--- src/rtl/vga_pattern_gen.sv ---
// VGA timing generator with solid / colour-bar / checkerboard / gradient pattern source.
// Define VGA_BORDER_EN to overlay a 1-pixel white border on the active area.
module vga_pattern_gen #(
  parameter int unsigned COLOR_W  = 4,
  parameter int unsigned CLK_DIV  = 4,
  parameter int unsigned H_ACTIVE = 640,
  parameter int unsigned H_FP     = 16,
  parameter int unsigned H_SYNC   = 96,
  parameter int unsigned H_BP     = 48,
  parameter int unsigned V_ACTIVE = 480,
  parameter int unsigned V_FP     = 10,
  parameter int unsigned V_SYNC   = 2,
  parameter int unsigned V_BP     = 33,
  parameter bit          SYNC_POL = 1'b0,
  localparam int unsigned H_TOTAL = H_ACTIVE + H_FP + H_SYNC + H_BP,
  localparam int unsigned V_TOTAL = V_ACTIVE + V_FP + V_SYNC + V_BP,
  localparam int unsigned X_W     = $clog2(H_TOTAL),
  localparam int unsigned Y_W     = $clog2(V_TOTAL)
) (
  input  logic               clk,
  input  logic               reset,
  input  logic [1:0]         mode,
  input  logic [COLOR_W-1:0] r_sw,
  input  logic [COLOR_W-1:0] g_sw,
  input  logic [COLOR_W-1:0] b_sw,
  output logic               h_sync,
  output logic               v_sync,
  output logic               de,
  output logic [X_W-1:0]     x_pixel,
  output logic [Y_W-1:0]     y_pixel,
  output logic               frame_start,
  output logic [COLOR_W-1:0] r_port,
  output logic [COLOR_W-1:0] g_port,
  output logic [COLOR_W-1:0] b_port
);

  localparam int unsigned DIV_W = (CLK_DIV > 1) ? $clog2(CLK_DIV) : 1;
  localparam logic [DIV_W-1:0] DIV_MAX = DIV_W'(CLK_DIV - 1);

  localparam logic [X_W-1:0] H_MAX    = X_W'(H_TOTAL - 1);
  localparam logic [X_W-1:0] H_ACT    = X_W'(H_ACTIVE);
  localparam logic [X_W-1:0] H_LAST   = X_W'(H_ACTIVE - 1);
  localparam logic [X_W-1:0] H_SYNC_S = X_W'(H_ACTIVE + H_FP);
  localparam logic [X_W-1:0] H_SYNC_E = X_W'(H_ACTIVE + H_FP + H_SYNC - 1);
  localparam logic [X_W-1:0] BAR_W    = X_W'(H_ACTIVE / 8);

  localparam logic [Y_W-1:0] V_MAX    = Y_W'(V_TOTAL - 1);
  localparam logic [Y_W-1:0] V_ACT    = Y_W'(V_ACTIVE);
  localparam logic [Y_W-1:0] V_LAST   = Y_W'(V_ACTIVE - 1);
  localparam logic [Y_W-1:0] V_SYNC_S = Y_W'(V_ACTIVE + V_FP);
  localparam logic [Y_W-1:0] V_SYNC_E = Y_W'(V_ACTIVE + V_FP + V_SYNC - 1);

  logic [DIV_W-1:0] div_q, div_d;
  logic [X_W-1:0]   h_cnt_q, h_cnt_d;
  logic [Y_W-1:0]   v_cnt_q, v_cnt_d;
  logic [1:0]       mode_q, mode_eff;
  logic             tick, at_origin, active, hs_act, vs_act;
  logic [2:0]       bar_c;
  logic [COLOR_W-1:0] r_d, g_d, b_d;

  assign tick      = (div_q == DIV_MAX);
  assign at_origin = (h_cnt_q == '0) && (v_cnt_q == '0) && (div_q == '0);
  // A mode change is picked up on the very first pixel of the frame it applies to.
  assign mode_eff  = at_origin ? mode : mode_q;
  assign active    = (h_cnt_q < H_ACT) && (v_cnt_q < V_ACT);
  assign hs_act    = (h_cnt_q >= H_SYNC_S) && (h_cnt_q <= H_SYNC_E);
  assign vs_act    = (v_cnt_q >= V_SYNC_S) && (v_cnt_q <= V_SYNC_E);
  assign bar_c     = 3'd7 - 3'(h_cnt_q / BAR_W);

  always_comb begin
    div_d   = tick ? '0 : div_q + 1'b1;
    h_cnt_d = h_cnt_q;
    v_cnt_d = v_cnt_q;
    if (tick) begin
      if (h_cnt_q == H_MAX) begin
        h_cnt_d = '0;
        v_cnt_d = (v_cnt_q == V_MAX) ? '0 : v_cnt_q + 1'b1;
      end else begin
        h_cnt_d = h_cnt_q + 1'b1;
      end
    end
  end

  always_comb begin
    r_d = '0;
    g_d = '0;
    b_d = '0;
    case (mode_eff)
      2'd0: begin
        r_d = r_sw;
        g_d = g_sw;
        b_d = b_sw;
      end
      2'd1: begin
        r_d = {COLOR_W{bar_c[2]}};
        g_d = {COLOR_W{bar_c[1]}};
        b_d = {COLOR_W{bar_c[0]}};
      end
      2'd2: begin
        r_d = (h_cnt_q[5] ^ v_cnt_q[5]) ? '0 : '1;
        g_d = r_d;
        b_d = r_d;
      end
      default: begin
        r_d = h_cnt_q[COLOR_W+4:5];
        g_d = v_cnt_q[COLOR_W+4:5];
        b_d = '0;
      end
    endcase
`ifdef VGA_BORDER_EN
    if ((h_cnt_q == '0) || (h_cnt_q == H_LAST) || (v_cnt_q == '0) || (v_cnt_q == V_LAST)) begin
      r_d = '1;
      g_d = '1;
      b_d = '1;
    end
`endif
    if (!active) begin
      r_d = '0;
      g_d = '0;
      b_d = '0;
    end
  end

  always_ff @(posedge clk) begin
    if (reset) begin
      div_q       <= '0;
      h_cnt_q     <= '0;
      v_cnt_q     <= '0;
      mode_q      <= '0;
      h_sync      <= ~SYNC_POL;
      v_sync      <= ~SYNC_POL;
      de          <= 1'b0;
      x_pixel     <= '0;
      y_pixel     <= '0;
      frame_start <= 1'b0;
      r_port      <= '0;
      g_port      <= '0;
      b_port      <= '0;
    end else begin
      div_q       <= div_d;
      h_cnt_q     <= h_cnt_d;
      v_cnt_q     <= v_cnt_d;
      mode_q      <= mode_eff;
      h_sync      <= hs_act ^ ~SYNC_POL;
      v_sync      <= vs_act ^ ~SYNC_POL;
      de          <= active;
      x_pixel     <= h_cnt_q;
      y_pixel     <= v_cnt_q;
      frame_start <= at_origin;
      r_port      <= r_d;
      g_port      <= g_d;
      b_port      <= b_d;
    end
  end

`ifndef VGA_BORDER_EN
  logic unused_border;
  assign unused_border = ^{H_LAST, V_LAST};
`endif

endmodule

--- config.mk ---
export PLATFORM = sky130hd
export DESIGN_NAME = vga_pattern_gen
export DESIGN_NICKNAME = d
export VERILOG_FILES = /design/src/rtl/vga_pattern_gen.sv
export SDC_FILE = /design/constraint.sdc
export NUM_CORES = 1
export LEC_CHECK = 0
export ABC_AREA = 1
export CORE_ASPECT_RATIO = 0.75
export CORE_MARGIN = 4
export CORE_UTILIZATION = 45
export CTS_CLUSTER_DIAMETER = 40
export DETAILED_ROUTE_END_ITERATION = 12
export DONT_BUFFER_PORTS = 1
export PLACE_DENSITY = 0.6
export RECOVER_POWER = 25
export SKIP_LAST_GASP = 1
export SYNTH_ARGS = -nofsm -noshare
export SYNTH_HDL_FRONTEND = slang
export SYNTH_SLANG_ARGS = --single-unit
--- constraint.sdc ---
create_clock -name clk -period 2.4 [get_ports clk]
set_clock_uncertainty 0.05 [all_clocks]
set_input_delay 0.48 -clock clk [delete_from_list [all_inputs] [get_ports clk]]
set_output_delay 0.48 -clock clk [all_outputs]
set_load 0.01 [all_outputs]
==> results.md <==
* Final HPWL DP at roughly 4600 um
* Worst Max-Slew Pin Slew at about 0.6 ns
* Die Width at between 90 and 100 um
* Slowest stage cell, crit path: dfxtp_1
* Cts-stage hold buffer count at 0
* Grt met3 use at 0.0613
* Max Cap Viol at 0
* Lkg Pwr at approximately 0.0014 uW
* Core Area at a little under 0.006 sq mm
* Most instantiated cells after synthesis: 79 x nand2_1, 64 x nor2_1, 60 x dfxtp_1, 49 x inv_1, 25 x nand3_1
* Max-slew violation count at 0
* Initial antenna violation count at 0
* Post-CTS sizing at 0
* Post-synth EDFFs at 0
* Critical R2R Launch: v_cnt_q[0]
* Post-synthesis sequential area ratio at 0.430
* Worst-path fanout max at 5
* Routability cong. at a little under 0.9
* DR pass1 iterations at 4
* Async SR Flop Fraction at 0
* Count leader, synth: nand2_1
* R2R Path End: g_port[1]
* DIE AREA at between 0.007 and 0.008 sq mm
* Worst path cell trace: inv_1 -> ha_1 -> inv_1 -> nor2_1 -> nand2_1 -> nor2_2 -> nand3_1 -> nand2_1 -> nand2_2 -> nor2_1 -> nand3b_1 -> nand3b_1 -> nand2_1 -> inv_1
* # IOs at between 50 and 60
* GRT Total Usage at 0.173
* Die Y at 76.2 um
* Via count at 2337
* Layout Nets at about 410
* Clk sinks at 60
* Syn nets at around 400
* R2R setup slack at between 0.3 and 0.4 ns
* R2R depth at 14
* Seq pwr share at 0.509
* CTS tree: done
* Diodes inserted at 0
* Wire per inst at roughly 13 um
* Synth cell types at 39
* Share of layout cells above drive strength 1 at 0.0904
* Number of synthesis warnings at 0
* Slew headroom at 0.599
* Setup-failing EPs final at 0
* Clock Latency Late Sink at 0.33 ns
* Hold Path End: y_pixel[1]
* Syn Std Cell Area at 0.00279 sq mm
* Top cells by area, synth: dfxtp_1 43%, nand2_1 11%, nor2_1 8.6%
* Final cycle utilization of the critical path at 0.849
* RSZ-0062 raised after global routing: no
* Yosys reg bits at 60
* Most Used Layer, Global Route: met2
* Area grow syn2layout at 7.12%
* Peak supply drop at about 340 uV
* Total gr overflow at 0
* Setup TNS at 0 ns
* PnR worst setup slack at roughly 0.36 ns
* Worst path required time at 2.63 ns
* Pwr/cell area at between 700 and 800 mW/mm^2
* Max clock buf depth at 2
* DRC errors left at 0
* Synth Instances at around 380
* Drt via density at 5.03
* WHS at ~0.17 ns
* Hold Vio Cnt, Final at 0
* First-pass GRT wire length at between 10000 and 15000 um
* Cell family with most CP delay: simple AND/OR/NAND/NOR gates
* Met1 usage at 0.237
* Worst hold path class: input pin to flip-flop
* Pre-CTS setup slack at ~0.40 ns
* Combinational fraction of design power at 0.152
* Synthesized area per cell at 7.33 sq um
* Crit path buf inv count at 3
* H-Tree Depth at 3
* Predominant post-synthesis flop cell: dfxtp_1
* Postcts setup bufs at 0
* Sw power at around 660 uW
* Row count at 24
* WS Path Type: flip-flop to flip-flop
* Leading area contributor after synthesis: dfxtp_1
* Clock power frac at 0.339
* TritonCTS Buffers at 9
* Sw Share at 0.297
* Crit. End Element: flip-flop
* Clk slew on worst S/H paths at 0.07 ns
* Initial drt markers at 89
* Min-delay src: reset
* Worst Setup Start Kind: flip-flop
* Antenna-violating nets left at 0
* Final min period at roughly 2.0 ns
* Power Internal at 1550 uW
* Clock Tree Root: clkbuf_8
* Final WL at a little over 6000 um
* Number of global-route vias before repair at ~2200
* Status: finished clean
* Share of the synthesized area in the top cell type at 0.430
* F_max at between 400 and 500 MHz
* WHS Path Cells at 1
* Critical Path Max Stage Delay at ~0.35 ns
* Met2 Usage GRT at 0.257
* PortBufs at 0
* Worst Path Arrival at between 2 and 2.5 ns
* Largest net degree at the start of global routing at 35
* Initial core utilization at 0.472
power by group through the flow:
stage               Sequential, uW  Clock (uW)  Combinational [uW]
floorplan                     1140           0                 291
global placement              1150           0                 332
detailed placement            1150           0                 337
CTS                           1120         772                 339
global route                  1130         822                 397
finish                        1120         748                 336
routing by layer:
| metal | vias to the layer above | wire length, um |
|---|---|---|
| met4 | 0 | 34 |
| li1 | 1215 | - |
| met1 | 1065 | 3020 |
| met2 | 55 | 2660 |
| met5 | - | 0 |
| met3 | 2 | 343 |
registers in the layout, summed over array words and instances (netlist names):
| signal | flops |
|---|---|
| de | 1 |
| b_port | 4 |
| y_pixel | 10 |
| div_q | 2 |
| v_sync | 1 |
| frame_start | 1 |
| v_cnt_q | 10 |
| mode_q | 2 |
| h_sync | 1 |
| r_port | 4 |
| x_pixel | 10 |
| g_port | 4 |
| h_cnt_q | 10 |
worst reg2reg max path: stages, from the launching register on:
cell and delay, ns:
dfxtp_1 0.35, inv_1 0.11, ha_1 0.18, inv_1 0.05, nor2_1 0.12, nand2_1 0.08
nor2_2 0.12, nand3_1 0.14, nand2_1 0.10, nand2_2 0.12, nor2_1 0.15, nand3b_1 0.18
nand3b_1 0.14, nand2_1 0.06, inv_1 0.04
layout by cell type, fill, tap and decap left out, types with 4 or more instances in the layout:
master and n:
nand4_1 7, inv_1 50, nor3_1 9, o21ai_0 14, dfxtp_1 60, xor2_1 5, nor2_1 64, nand2_1 79
a21oi_1 9, clkbuf_8 9, nand2_2 4, nand3_1 25, ha_1 6, nand3b_1 5
through the flow:
stage	instance area, sq um	instances	power [uW]	utilization
floorplan	2790	381	1430	-
global route	2990	465	2350	0.506
global placement	2830	450	1480	0.479
finish	2990	465	2210	0.506
CTS	2990	465	2240	0.506
detailed placement	2830	450	1480	0.479
worst max-delay path by stage:
stage	start	end	slack [ns]	depth (start not counted)
6_report	v_cnt_q[0]	g_port[1]	0.36	14
5_1_grt	v_cnt_q[1]	g_port[0]	0.09	14
4_1_cts	v_cnt_q[0]	g_port[1]	0.38	14
3_5_place_dp	v_cnt_q[0]	g_port[1]	0.40	14
3_3_place_gp	v_cnt_q[0]	g_port[1]	0.39	14
2_1_floorplan	div_q[0]	v_cnt_q[9]	0.65	8
cells by family after synthesis:
kind of cell / after synthesis / share of synthesized area
xor+xnor: 6 / 0.0188
compound gates: 37 / 0.0815
buf+inv: 63 / 0.0954
simple gates: 209 / 0.347
flops: 60 / 0.430
fa+ha+maj: 6 / 0.0269
layout make-up:
class	count	area, sq um
multi-input cells	258	1330
repair buffers	2	15.0
well taps	78	97.6
clock buffers	10	128
flip-flops and latches	60	1200
fillers	582	2920
clock inverters	5	30.0
inverters	52	195
(Power assumes the default switching activity.)
